<file path="config.mk">
export PLATFORM = sky130hd
export DESIGN_NAME = hexrec_ctrl
export DESIGN_NICKNAME = d
export VERILOG_FILES = /design/src/rtl/hexrec_ctrl.sv
export SDC_FILE = /design/constraint.sdc
export NUM_CORES = 1
export LEC_CHECK = 0
export ABC_CLOCK_PERIOD_IN_PS = 2700
export BUFFER_PORTS_ARGS = -buffer_cell sky130_fd_sc_hd__buf_4
export CORE_MARGIN = 2
export CORE_UTILIZATION = 35
export CTS_CLUSTER_DIAMETER = 80
export CTS_CLUSTER_SIZE = 10
export DETAILED_ROUTE_END_ITERATION = 12
export PLACE_DENSITY = 0.63
export SLEW_MARGIN = 20
export SYNTH_ARGS = -nofsm -noshare
export SYNTH_HDL_FRONTEND = slang
export SYNTH_SLANG_ARGS = --single-unit
</file>
<file path="constraint.sdc">
create_clock -name clk -period 2.7 [get_ports clk]
set_input_delay 0.54 -clock clk [delete_from_list [all_inputs] [get_ports clk]]
set_output_delay 0.54 -clock clk [all_outputs]
set_load 0.01 [all_outputs]
</file>
<file path="src/rtl/hexrec_ctrl.sv">
// Intel HEX record parser: assembles bytes from decoded characters,
// checks the record checksum and issues data-byte writes.
// Ports: clk, reset (async, active-low);
//   char_valid, sc, ishex, digit[3:0] from the ASCII decoder;
//   data[7:0], addr[15:0], we, rec_done, err, eof, busy.
module hexrec_ctrl (
  input  logic        clk,
  input  logic        reset,
  input  logic        char_valid,
  input  logic        sc,
  input  logic        ishex,
  input  logic [3:0]  digit,
  output logic [7:0]  data,
  output logic [15:0] addr,
  output logic        we,
  output logic        rec_done,
  output logic        err,
  output logic        eof,
  output logic        busy
);

  typedef enum logic [2:0] {
    IDLE, LEN, ADDR, TYPE, DATA, CSUM, DONE
  } state_t;

  state_t      state_q, state_d;
  logic        phase_q, phase_d;
  logic [3:0]  hi_q, hi_d;
  logic [7:0]  cnt_q, cnt_d;
  logic [7:0]  len_q, len_d;
  logic [7:0]  type_q, type_d;
  logic [15:0] base_q, base_d;
  logic [7:0]  sum_q, sum_d;

  logic [7:0]  data_d;
  logic [15:0] addr_d;
  logic        we_d, rec_done_d, err_d;
  logic        eof_d, busy_d;

  logic [7:0]  byte_v;
  logic [7:0]  sum_n;

  assign byte_v = {hi_q, digit};
  assign sum_n  = sum_q + byte_v;

  always_ff @(posedge clk or negedge reset) begin
    if (!reset) begin
      state_q  <= IDLE;
      phase_q  <= 1'b0;
      hi_q     <= '0;
      cnt_q    <= '0;
      len_q    <= '0;
      type_q   <= '0;
      base_q   <= '0;
      sum_q    <= '0;
      data     <= '0;
      addr     <= '0;
      we       <= 1'b0;
      rec_done <= 1'b0;
      err      <= 1'b0;
      eof      <= 1'b0;
      busy     <= 1'b0;
    end else begin
      state_q  <= state_d;
      phase_q  <= phase_d;
      hi_q     <= hi_d;
      cnt_q    <= cnt_d;
      len_q    <= len_d;
      type_q   <= type_d;
      base_q   <= base_d;
      sum_q    <= sum_d;
      data     <= data_d;
      addr     <= addr_d;
      we       <= we_d;
      rec_done <= rec_done_d;
      err      <= err_d;
      eof      <= eof_d;
      busy     <= busy_d;
    end
  end

  always_comb begin
    state_d    = state_q;
    phase_d    = phase_q;
    hi_d       = hi_q;
    cnt_d      = cnt_q;
    len_d      = len_q;
    type_d     = type_q;
    base_d     = base_q;
    sum_d      = sum_q;
    data_d     = data;
    addr_d     = addr;
    we_d       = 1'b0;
    rec_done_d = 1'b0;
    err_d      = 1'b0;
    eof_d      = eof;

    if (char_valid) begin
      if (state_q == IDLE) begin
        if (sc) begin
          state_d = LEN;
          sum_d   = '0;
          phase_d = 1'b0;
        end
      end else if (state_q != DONE) begin
        // A new ':' wins over a bad character
        if (sc) begin
          err_d   = 1'b1;
          state_d = LEN;
          sum_d   = '0;
          phase_d = 1'b0;
        end else if (!ishex) begin
          err_d   = 1'b1;
          state_d = IDLE;
          phase_d = 1'b0;
        end else if (!phase_q) begin
          hi_d    = digit;
          phase_d = 1'b1;
        end else begin
          phase_d = 1'b0;
          sum_d   = sum_n;
          case (state_q)
            LEN: begin
              len_d   = byte_v;
              cnt_d   = '0;
              state_d = ADDR;
            end
            ADDR: begin
              if (cnt_q == 8'd0) begin
                base_d[15:8] = byte_v;
                cnt_d        = 8'd1;
              end else begin
                base_d[7:0] = byte_v;
                state_d     = TYPE;
              end
            end
            TYPE: begin
              type_d  = byte_v;
              cnt_d   = '0;
              state_d = (len_q != 8'd0) ? DATA : CSUM;
            end
            DATA: begin
              if (type_q == 8'h00) begin
                we_d   = 1'b1;
                data_d = byte_v;
                addr_d = base_q + {8'h00, cnt_q};
              end
              cnt_d = cnt_q + 8'd1;
              if (cnt_q == len_q - 8'd1) state_d = CSUM;
            end
            CSUM: begin
              if (sum_n == 8'h00) begin
                rec_done_d = 1'b1;
                if (type_q == 8'h01) begin
                  eof_d   = 1'b1;
                  state_d = DONE;
                end else begin
                  state_d = IDLE;
                end
              end else begin
                err_d   = 1'b1;
                state_d = IDLE;
              end
            end
            default: state_d = IDLE;
          endcase
        end
      end
    end

    busy_d = (state_d != IDLE) && (state_d != DONE);
  end

endmodule

</file>
Yosys cells after proc, flatten, opt, wreduce, memory -nomap -nowiden
Index checks and enable logic that the tools add are counted. W data, S select, Z words.

Bits in registers: 85. Input bits: 9. Logic and storage cells: 108.

Add/sub/neg operators: 4. Equal/unequal tests: 13. Multiplexer cells: 51. Bitwise gates (word level): 4. Reduce and logical (&&, ||, !) cells: 20.

Operators with widths (count): $mux W8 (7); $mux W3 (11); $reduce_and A8 Y1 (4); $mux W1 (31); $logic_not A8 Y1 (3); $pmux W8 S3 (1); $add A16 B8 Y16 (1); $pmux W3 S5 (1); $reduce_and A7 Y1 (2); $ne A3 B3 Y1 const B (4); $reduce_and A9 Y1 (1); $add A8 B1 Y8 const B (1); $add A8 B8 Y8 (1); $eq A8 B1 Y1 const B (1); $eq A8 B8 Y1 (1); $reduce_bool A8 Y1 (1); $sub A8 B1 Y8 const B (1); $eq A3 B2 Y1 const B (2); $eq A3 B3 Y1 const B (2); $reduce_and A6 Y1 (1); $reduce_bool A3 Y1 (2); $reduce_and A5 Y1 (1); $ne A2 B2 Y1 const B (2); $not A1 Y1 (4); other kinds (6) (6).

Depth between registers and ports, before layout
Gate-level depths: netlist of run 1.

Depth in word-level cells: 12. Depth in mapped cells: 10. Depth with buffers taken out: 9.

Worst setup path before layout of run 1
Ideal clock, no wire load.

Path kind: input -> register. From: input port digit[0]. To: register busy. Setup time: 139 ps. Data arrival time: 2374 ps. Slack: 187 ps. Stages on the path: 8. Buffers on the path: 0. Path through: ha_1 fa_1 xor2_1 a2111oi_2 o221ai_1 nor4_2 and2_4 o221ai_1.

Longest elaborated chain between the ends: 12. Elaborated cells on any way between the ends: 13. Classes of those cells: add/sub: 1; eq/ne: 1; mux: 8; reduce/logical: 3.

RTL lines: start: declaration (RTL line 12) `input logic [3:0] digit,`; $add A8 B8 Y8 * (RTL line 44) `assign sum_n = sum_q + byte_v;`; $logic_not A8 Y1 * (RTL line 152) `if (sum_n == 8'h00) begin`; $mux W3 * (RTL line 152); $pmux W3 S5 * (RTL line 122) `case (state_q)`; $mux W3 * (RTL line 116) `end else if (!phase_q) begin`; $mux W3 * (RTL line 112) `end else if (!ishex) begin`; $mux W3 * (RTL line 107) `if (sc) begin`; $mux W3 * (RTL line 105) `end else if (state_q != DONE) begin`; $mux W3 * (RTL line 99) `if (state_q == IDLE) begin`; $mux W3 * (RTL line 98) `if (char_valid) begin`; $ne A3 B3 Y1 or $reduce_bool A3 Y1 (tied branches) (RTL line 171) `busy_d = (state_d != IDLE) && (state_d != DONE);`; $logic_and A1 B1 Y1 * (RTL line 171); via busy_d (RTL line 38) `logic eof_d, busy_d;`; end signal: assignment (RTL line 78) `busy <= busy_d;`; end: declaration (RTL line 19) `output logic busy`.

Mark *: on every way through the listed nets, which the timed path passes. The rest lies on a longest branch. A chain may end at the register's enable or synchronous reset.

Worst setup path after layout of run 1
From: register sum_q[0]. To: register busy.

Longest elaborated chain between the ends: 12. Elaborated cells on any way between the ends: 13. Classes of those cells: add/sub: 1; eq/ne: 1; mux: 8; reduce/logical: 3.

RTL lines: start: declaration (RTL line 33) `logic [7:0] sum_q, sum_d;`; start signal: assignment (RTL line 71) `sum_q <= sum_d;`; $add A8 B8 Y8 * (RTL line 44); $logic_not A8 Y1 * (RTL line 152); $mux W3 * (RTL line 152); $pmux W3 S5 * (RTL line 122); $mux W3 * (RTL line 116); $mux W3 * (RTL line 112); $mux W3 * (RTL line 107); $mux W3 * (RTL line 105); $mux W3 * (RTL line 99); $mux W3 * (RTL line 98); $ne A3 B3 Y1 or $reduce_bool A3 Y1 (tied branches) (RTL line 171); $logic_and A1 B1 Y1 * (RTL line 171); via busy_d (RTL line 38).

Marks and branches as above.

==> metrics.csv, run 1 <==
metric,value,unit
post-synthesis cell count,490,
status,finished clean,
"Max stage delay cell, worst path",fa_1,
Synth Register Bits,85,
CTS buffer count,9,
Setup Viol. Count Final,0,
Post-synth EDFFs,0,
ANT cells,0,
Layout Nets,561,
Setup WS pre-CTS,-208,ps
max_cap viols,0,
global-route wire length before repair,18700,um
# Post-CTS Setup Buffers,0,
DIE AREA,14700,um2
die height,121,um
worst-path fanout max,4,
Vias,3769,
largest area contributor in the synthesized netlist,dfrtp_1,
Setup Skew,9.08,ps
post-synthesis sequential area ratio,44.4,%
leak pwr,0.00263,uW
wire per inst,15.9,um
Design Power,3180,uW
Worst setup SP type,flop,
initial antenna violation count,0,
hold_buf cts,0,
final setup margin,186,ps
layout cells sized above 1,22.3,%
CP Cell Sequence,ha_1 -> fa_1 -> xor2_1 -> a2111oi_2 -> o221ai_1 -> nor4_2 -> and2_4 -> o221ai_1,
Setup CP Type,flop to flop,
dpl cells,697,
pwr dens,568,nW/um2
CTS tree,yes,
syn nets,519,
global route overflow,0,
Synth Cell Area,4790,um2
ys flop type,dfrtp_1,
Clock Tree Buf Depth,2,
Initial Util,36.1,%
f_max,398,MHz
GP Congestion,0.880,
CP required,2900,ps
Row Count,42,
Clock Pin Slew Worst Setup and Hold Paths,70,ps
Synth area leaders,"dfrtp_1, mux2_2, nand2_1",
post-DP HPWL,8280,um
Worst Hold Class,primary input to asynchronous set/reset pin,
Crit path largest cell delay,420,ps
Final Hold Viols,0,
Final ANT Viol Nets,0,
clk_lat worst skew,340,ps
Ports,38,
Setup crit end kind,flop,
worst vdd ir,373,uV
fin. max-slew vios,0,
Fin Hold WS,223,ps
Async SR Flop Fraction,100,%
fin crit period,2510,ps
synth warn,0,
DRC,0,
drt total wl,11300,um
GRT Total Usage,16.1,%
1st-iter DRT viols,148,
# clock sinks,85,
Setup TNS,0,ps
vias in the first global route,3827,
post-DR vias/cell,5.29,
I/O Buffers,37,
CTS root buf,clkbuf_16,
P&R area growth vs syn,16.5,%
Avg Inst Size Synth,9.78,um2
Finished Layout Cells,713,
core area,13300,um2
Slew HR,57.5,%
H-tree levels,3,
unrepaired setup endpoints after global routing,false,
top-area cell type share of the netlist area,44.4,%
die width,121,um
Least-Margin Pin Slew,638,ps
Final period util,93.1,%
Resize count post-CTS,0,
drt pass-1 iters,4,
critical path data arrival time,2720,ps
distinct cell type count after synthesis,62,
CP most frequent cell,o221ai_1,
largest net degree at the start of global routing,50,
==> cells by family (layout without fill, tap and decap cells) <==
group,Yosys count,after routing,synth area share (%)
and+or+nand+nor,182,182,19.4
AOI/OAI and AO/OA,110,110,14.4
DFF,85,85,44.4
muxes,35,35,8.19
buffers and inverters,33,80,3.55
xor gates and xnor gates,25,25,4.57
adders and majority gates,20,20,5.53
==> metal layers <==
metal,vias to the layer above,global-route usage (%),share of wire (%)
met3,11,3.71,4.7
li1,1833,-,-
met5,-,0,0
met1,1841,20.8,44
met4,0,3.92,1.3
met2,84,27.4,50
==> where the power goes <==
| part | switching (uW) | total, uW | internal (uW) |
|---|---|---|---|
| logic | 280 | 502 | 222 |
| clock network | 501 | 1240 | 744 |
| registers | 98.6 | 1430 | 1330 |
| total | 879 | 3180 | 2300 |
==> metrics by stage <==
stage	util (%)	instance area (um2)
6_report	42.0	5590
3_3_place_gp	39.7	5280
3_5_place_dp	39.7	5280
2_1_floorplan	-	4790
5_1_grt	42.0	5590
4_1_cts	42.0	5580
==> synthesized netlist by cell type (2+ instances only) <==
cell type / instances
dfrtp_1: 85
nand2_1: 69
o21ai_0: 46
mux2_2: 34
nor2_1: 27
a21oi_1: 18
ha_1: 18
xnor2_1: 18
nor3_1: 13
inv_1: 11
nand2b_1: 11
and3_1: 10
a31oi_1: 9
nand3_1: 9
clkbuf_1: 8
buf_2: 7
or3_1: 7
xor2_1: 7
a21o_1: 6
nand4_1: 6
a211oi_1: 4
buf_6: 4
nor4_1: 4
o21bai_1: 4
or4_1: 4
and2b_1: 3
a22o_1: 2
a2bb2oi_1: 2
and2_1: 2
and3b_1: 2
buf_4: 2
fa_1: 2
nor2b_1: 2
nor4_2: 2
o21ai_1: 2
o221ai_1: 2
o31ai_1: 2
or2_2: 2
==> flip-flops by register name (all words and copies together) (netlist names), 3 cells and up <==
register	cells
state_q	3
base_q	16
sum_q	8
data	8
type_q	8
len_q	8
hi_q	4
addr	16
cnt_q	8
==> cell type report <==
type,count,area [um2]
well taps,176,220
flip-flops and latches,85,2130
multi-input cells,372,2500
fillers,1310,7710
clock buffers,11,243
clock inverters,5,60.1
repair buffers,52,390
inverters,12,45.0
==> worst paths after layout <==
path / startpoint / to / slack [ps] / depth (start not counted)
max reg2reg: sum_q[0] / busy / 190 / 8
min reg2reg: eof / eof / 460 / 1
min: reset / cnt_q[1] / 220 / 1
max in group asynchronous: reset / addr[3] / 1840 / 2
min in group clk: eof / eof / 460 / 1
max: sum_q[0] / busy / 190 / 8
==> critical path, delay by kind of cell (launching register included) <==
family	cells	cell delay (ps)
AO/OA/AOI/OAI	3	650
adder cells (fa/ha/maj)	2	640
AND/OR/NAND/NOR	2	510
flip-flops	1	390
XOR/XNOR	1	210
==> layout by cell type (no fill, tap or decap), types with 3 or more instances in the layout <==
cell type / Yosys / routed
a21oi_1: 18 / 18
nand3_1: 9 / 9
nand4_1: 6 / 6
nand2_1: 69 / 69
inv_1: 11 / 11
or3_1: 7 / 7
a31oi_1: 9 / 9
ha_1: 18 / 18
nor3_1: 13 / 13
a211oi_1: 4 / 3
o21bai_1: 4 / 4
o21ai_0: 46 / 46
buf_4: 2 / 52
clkbuf_16: 0 / 9
nand2b_1: 11 / 11
xnor2_1: 18 / 18
a21o_1: 6 / 6
nor4_1: 4 / 4
and3_1: 10 / 10
xor2_1: 7 / 7
mux2_2: 34 / 34
and2b_1: 3 / 3
or4_1: 4 / 4
nor2_1: 27 / 27
dfrtp_1: 85 / 85
No activity file was read; power rests on OpenSTA's default activity.
==> run 2: changes to the inputs <==
--- a/config.mk
+++ b/config.mk
@@ -5,7 +5,7 @@
 export SDC_FILE = /design/constraint.sdc
 export NUM_CORES = 1
 export LEC_CHECK = 0
-export ABC_CLOCK_PERIOD_IN_PS = 2700
+export ABC_CLOCK_PERIOD_IN_PS = 2970
 export BUFFER_PORTS_ARGS = -buffer_cell sky130_fd_sc_hd__buf_4
 export CORE_MARGIN = 2
 export CORE_UTILIZATION = 35
==> constraint.sdc (replaced) <==
create_clock -name clk -period 2.97 [get_ports clk]
set_input_delay 0.594 -clock clk [delete_from_list [all_inputs] [get_ports clk]]
set_output_delay 0.594 -clock clk [all_outputs]
set_load 0.01 [all_outputs]
==> metrics.csv, run 2 (synthesis gave the netlist of run 1 again) <==
metric,value,unit,change
Slew HR,61.9,%,+4.4 points
"reg-to-reg slack, setup",400,ps,+210 ps
CP most frequent cell,o221ai_1,,
# clock sinks,85,,unchanged
die width,121,um,unchanged
Clock Tree Buf Depth,2,,unchanged
clk_lat worst skew,340,ps,about the same
Critical path origin,digit[0],,
Resize count post-CTS,0,,unchanged
H-tree levels,3,,unchanged
pwr dens,523,nW/um2,-7.9%
initial antenna violation count,0,,unchanged
hold_buf cts,0,,unchanged
family with the most delay on the worst path,compound AO/OA/AOI/OAI gates,,
Setup CP Type,primary input to flop,,
Clock Pin Slew Worst Setup and Hold Paths,60,ps,about the same
Design Power,2910,uW,-8.4%
Setup Skew,7.74,ps,-1.35 ps
DRC,0,,unchanged
Crit path largest cell delay,410,ps,about the same
Final ANT Viol Nets,0,,unchanged
CP Cell Sequence,buf_4 -> ha_1 -> fa_1 -> xor2_1 -> a2111oi_2 -> o221ai_1 -> nor4_2 -> and2_4 -> o221ai_1,,
die height,121,um,unchanged
ANT cells,0,,unchanged
Worst setup SP type,primary input,,
FF+latch area,2130,um2,unchanged
Least-Margin Pin Slew,568,ps,-69.5 ps
Initial Util,36.1,%,unchanged
crit path buf inv count,1,,+1
drt pass-1 iters,4,,unchanged
Worst Hold Class,primary input to asynchronous set/reset pin,,
largest net degree at the start of global routing,70,,+40%
max_cap viols,0,,unchanged
fill cell count,1315,,+0.38%
Final period util,87.5,%,
Setup Viol. Count Final,0,,unchanged
status,finished clean,,
leak pwr,0.00261,uW,-0.73%
# Post-CTS Setup Buffers,0,,unchanged
post-DP HPWL,7940,um,-4.2%
wire per inst,15.7,um,-1.0%
Vias,3734,,-0.93%
worst-path fanout max,7,,+3
biggest regs,"addr: 16 flops, base_q: 16 flops",,
global-route wire length before repair,18900,um,+1.1%
Final Hold Viols,0,,unchanged
unrepaired setup endpoints after global routing,false,,
DIE AREA,14700,um2,unchanged
core area,13300,um2,unchanged
GP Congestion,0.885,,+0.58%
CTS buffer count,9,,unchanged
post-DR vias/cell,5.29,,about the same
critical path data arrival time,2800,ps,+80 ps
"most common cell after layout, fill and taps aside",dfrtp_1,,
CTS root buf,clkbuf_16,,
Ports,38,,unchanged
reg2reg path depth,8,,unchanged
Layout Nets,554,,-1.2%
GRT Total Usage,16.5,%,+0.42 points
P&R area growth vs syn,15.9,%,
I/O Buffers,37,,unchanged
"commonest cells after routing, fill and taps aside","dfrtp_1, nand2_1, o21ai_0, buf_4, mux2_2",,
Setup crit end kind,flop,,
f_max,385,MHz,
FF-to-FF Start,sum_q[0],,
layout cells sized above 1,21.1,%,-1.2 points
1st-iter DRT viols,229,,+55%
"Max stage delay cell, worst path",fa_1,,
CTS tree,yes,,
fin crit period,2600,ps,
vias in the first global route,3642,,-4.8%
multi-input combinational cell area,2500,um2,-0.20%
fin. max-slew vios,0,,unchanged
Row Count,42,,unchanged
global route overflow,0,,unchanged
FF-to-FF End,busy,,
worst vdd ir,295,uV,-21%
drt total wl,11100,um,-2.0%
Setup TNS,0,ps,unchanged
CP required,3170,ps,+270 ps
## run 2: worst max-delay path by stage
stage / endpoint / slack (ps) / depth (start not counted)
6_report: busy / 370 / 9
2_1_floorplan: busy / 400 / 8
3_3_place_gp: busy / 60 / 9
4_1_cts: busy / 390 / 9
3_5_place_dp: busy / 10 / 9
5_1_grt: busy / 280 / 9
## run 2: layout make-up
class,instances,area share [%]
sequential,85,38.3
tap,176,3.96
clock buffer,10,4.12
clock inverter,6,1.58
multi-input combinational,372,44.9
inverter,12,0.811
timing repair buffer,45,6.30
## run 2: per-stage QoR
| stage | instances | setup slack [ps] | area, um2 | hold slack (ps) | utilization, % |
|---|---|---|---|---|---|
| 5_1_grt | 706 | 276 | 5560 | 128 | 41.8 |
| 3_5_place_dp | 690 | 11.3 | 5240 | 448 | 39.4 |
| 4_1_cts | 706 | 391 | 5560 | 117 | 41.8 |
| 2_1_floorplan | 490 | 403 | 4790 | 298 | - |
| 6_report | 706 | 370 | 5560 | 120 | 41.8 |
| 3_3_place_gp | 690 | 61.3 | 5240 | 456 | 39.4 |
## run 2: power breakdown
group	internal (uW)	total, uW	switching, uW
combinational	184	425	240
sequential	1210	1300	91.1
clock	736	1180	446
total	2130	2910	778
## run 2: layer usage
metal / routed length (um) / share of wire [%] / vias to the layer above / GRT usage [%]
li1: - / - / 1820 / -
met1: 5070 / 46 / 1814 / 22.1
met2: 5250 / 47 / 77 / 25.9
met3: 459 / 4.1 / 23 / 3.90
met4: 297 / 2.7 / 0 / 6.25
met5: 0 / 0 / - / 0
==> run 3: changes to the inputs <==
--- a/config.mk
+++ b/config.mk
@@ -9,6 +9,7 @@
 export BUFFER_PORTS_ARGS = -buffer_cell sky130_fd_sc_hd__buf_4
 export CORE_MARGIN = 2
 export CORE_UTILIZATION = 35
+export CTS_BUF_LIST = sky130_fd_sc_hd__clkbuf_8
 export CTS_CLUSTER_DIAMETER = 80
 export CTS_CLUSTER_SIZE = 10
 export DETAILED_ROUTE_END_ITERATION = 12
==> metrics.csv, run 3 (synthesis gave the netlist of run 1 again) <==
metric,value,unit,change
post-DR vias/cell,5.28,,-0.24%
# Post-CTS Setup Buffers,0,,unchanged
Critical path origin,sum_q[0],,
multi-input combinational cell area,2500,um2,unchanged
worst vdd ir,270,uV,-8.4%
Resize count post-CTS,0,,unchanged
status,finished clean,,
FF-to-FF Start,sum_q[0],,
wire per inst,15.6,um,-0.76%
Ports,38,,unchanged
Layout Nets,554,,unchanged
drt total wl,11000,um,-0.76%
worst-path fanout max,4,,-3
final setup margin,398,ps,+27.7 ps
f_max,389,MHz,+1.1%
I/O Buffers,37,,unchanged
vias in the first global route,3622,,-0.55%
layout cells sized above 1,21.1,%,unchanged
"commonest cells after routing, fill and taps aside","dfrtp_1, nand2_1, o21ai_0, buf_4, mux2_2",,
# clock sinks,85,,unchanged
pwr dens,478,nW/um2,-8.6%
GRT Total Usage,16.4,%,-0.092 points
Initial Util,36.1,%,unchanged
fin. max-slew vios,0,,unchanged
Clock Pin Slew Worst Setup and Hold Paths,80,ps,+20 ps
Setup Viol. Count Final,0,,unchanged
drt pass-1 iters,4,,unchanged
1st-iter DRT viols,205,,-10%
die width,121,um,unchanged
Setup WS pre-CTS,11.3,ps,unchanged
ANT cells,0,,unchanged
Finished Layout Cells,706,,unchanged
Setup TNS,0,ps,unchanged
Setup crit end kind,flop,,
DRC,0,,unchanged
leak pwr,0.00257,uW,-1.6%
clk_lat worst skew,380,ps,+40 ps
"most common cell after layout, fill and taps aside",dfrtp_1,,
global-route wire length before repair,18800,um,-0.43%
Worst Hold Class,primary input to asynchronous set/reset pin,,
initial antenna violation count,0,,unchanged
Least-Margin Pin Slew,567,ps,-1.01 ps
CTS buffer count,9,,unchanged
Final Hold Viols,0,,unchanged
biggest regs,"addr: 16 flops, base_q: 16 flops",,
Vias,3725,,-0.24%
largest net degree at the start of global routing,70,,unchanged
hold_buf cts,0,,unchanged
fill cell count,1332,,+1.3%
unrepaired setup endpoints after global routing,false,,
Final Core Density,41.0,%,-0.76 points
DIE AREA,14700,um2,unchanged
Final ANT Viol Nets,0,,unchanged
CTS tree,yes,,
dpl cells,690,,unchanged
Final period util,86.6,%,-0.93 points
Fin Hold WS,82.5,ps,-37.2 ps
CP required,3210,ps,+40 ps
critical path data arrival time,2810,ps,about the same
Row Count,42,,unchanged
global route overflow,0,,unchanged
max_cap viols,0,,unchanged
H-tree levels,3,,unchanged
core area,13300,um2,unchanged
fin crit period,2570,ps,-27.7 ps
Worst setup SP type,flop,,
P&R area growth vs syn,13.8,%,
die height,121,um,unchanged
Setup CP Type,flop to flop,,
Setup Skew,13.0,ps,+5.23 ps
Slew HR,62.0,%,+0.068 points
GP Congestion,0.885,,unchanged
CTS root buf,clkbuf_8,,
FF+latch area,2130,um2,unchanged
post-DP HPWL,7940,um,unchanged
Clock Tree Buf Depth,2,,unchanged
==> run 3: cell types whose count changed in the layout (fill, tap and decap cells not counted), sizes merged <==
cell	previous run	this run
clkbuf	10	9
inv	12	13
==> run 3: area by class of cell <==
| type | instances | share of cell area (%) |
|---|---|---|
| multi-input combinational | 372 | 45.8 |
| sequential | 85 | 39.0 |
| timing repair buffer | 45 | 6.42 |
| tap | 176 | 4.04 |
| clock buffer | 9 | 2.27 |
| clock inverter | 7 | 1.67 |
| inverter | 12 | 0.826 |
==> run 3: critical path: stages, from the launching register on <==
cell and delay [ps]:
dfrtp_1 380, ha_1 220, fa_1 410, xor2_1 200, a2111oi_2 360, o221ai_1 200
nor4_2 320, and2_4 230, o221ai_1 120
==> run 3: routing by layer <==
| metal | up-vias | track usage [%] | part of all wire, % |
|---|---|---|---|
| met5 | - | 0 | 0 |
| met4 | 0 | 6.03 | 2.8 |
| met3 | 27 | 3.90 | 4.3 |
| met2 | 87 | 25.9 | 47 |
| met1 | 1792 | 22.0 | 46 |
| li1 | 1819 | - | - |
==> run 3: path summary, 6_finish.rpt <==
kind	slack (ps)	depth (start not counted)	endpoint
worst min register to register	480	1	eof
max in group asynchronous	2250	2	len_q[7]
worst max-delay path	400	8	busy
worst max register to register	400	8	busy
min in group clk	480	1	eof
worst min-delay path	80	1	addr[3]
==> run 3: per-stage QoR <==
stage                     cell area (um2)  total power [uW]
final                                5460              2610
after global routing                 5460              2750
after floorplan                      4790              1580
after detailed placement             5240              1750
after CTS                            5460              2650
after global placement               5240              1740
==> run 3: power by group <==
| part | total (uW) | switching, uW | leakage [uW] | internal (uW) |
|---|---|---|---|---|
| combinational | 425 | 241 | 0.00129 | 184 |
| sequential | 1300 | 91.1 | 0.00116 | 1210 |
| clock | 886 | 416 | 0.000114 | 470 |
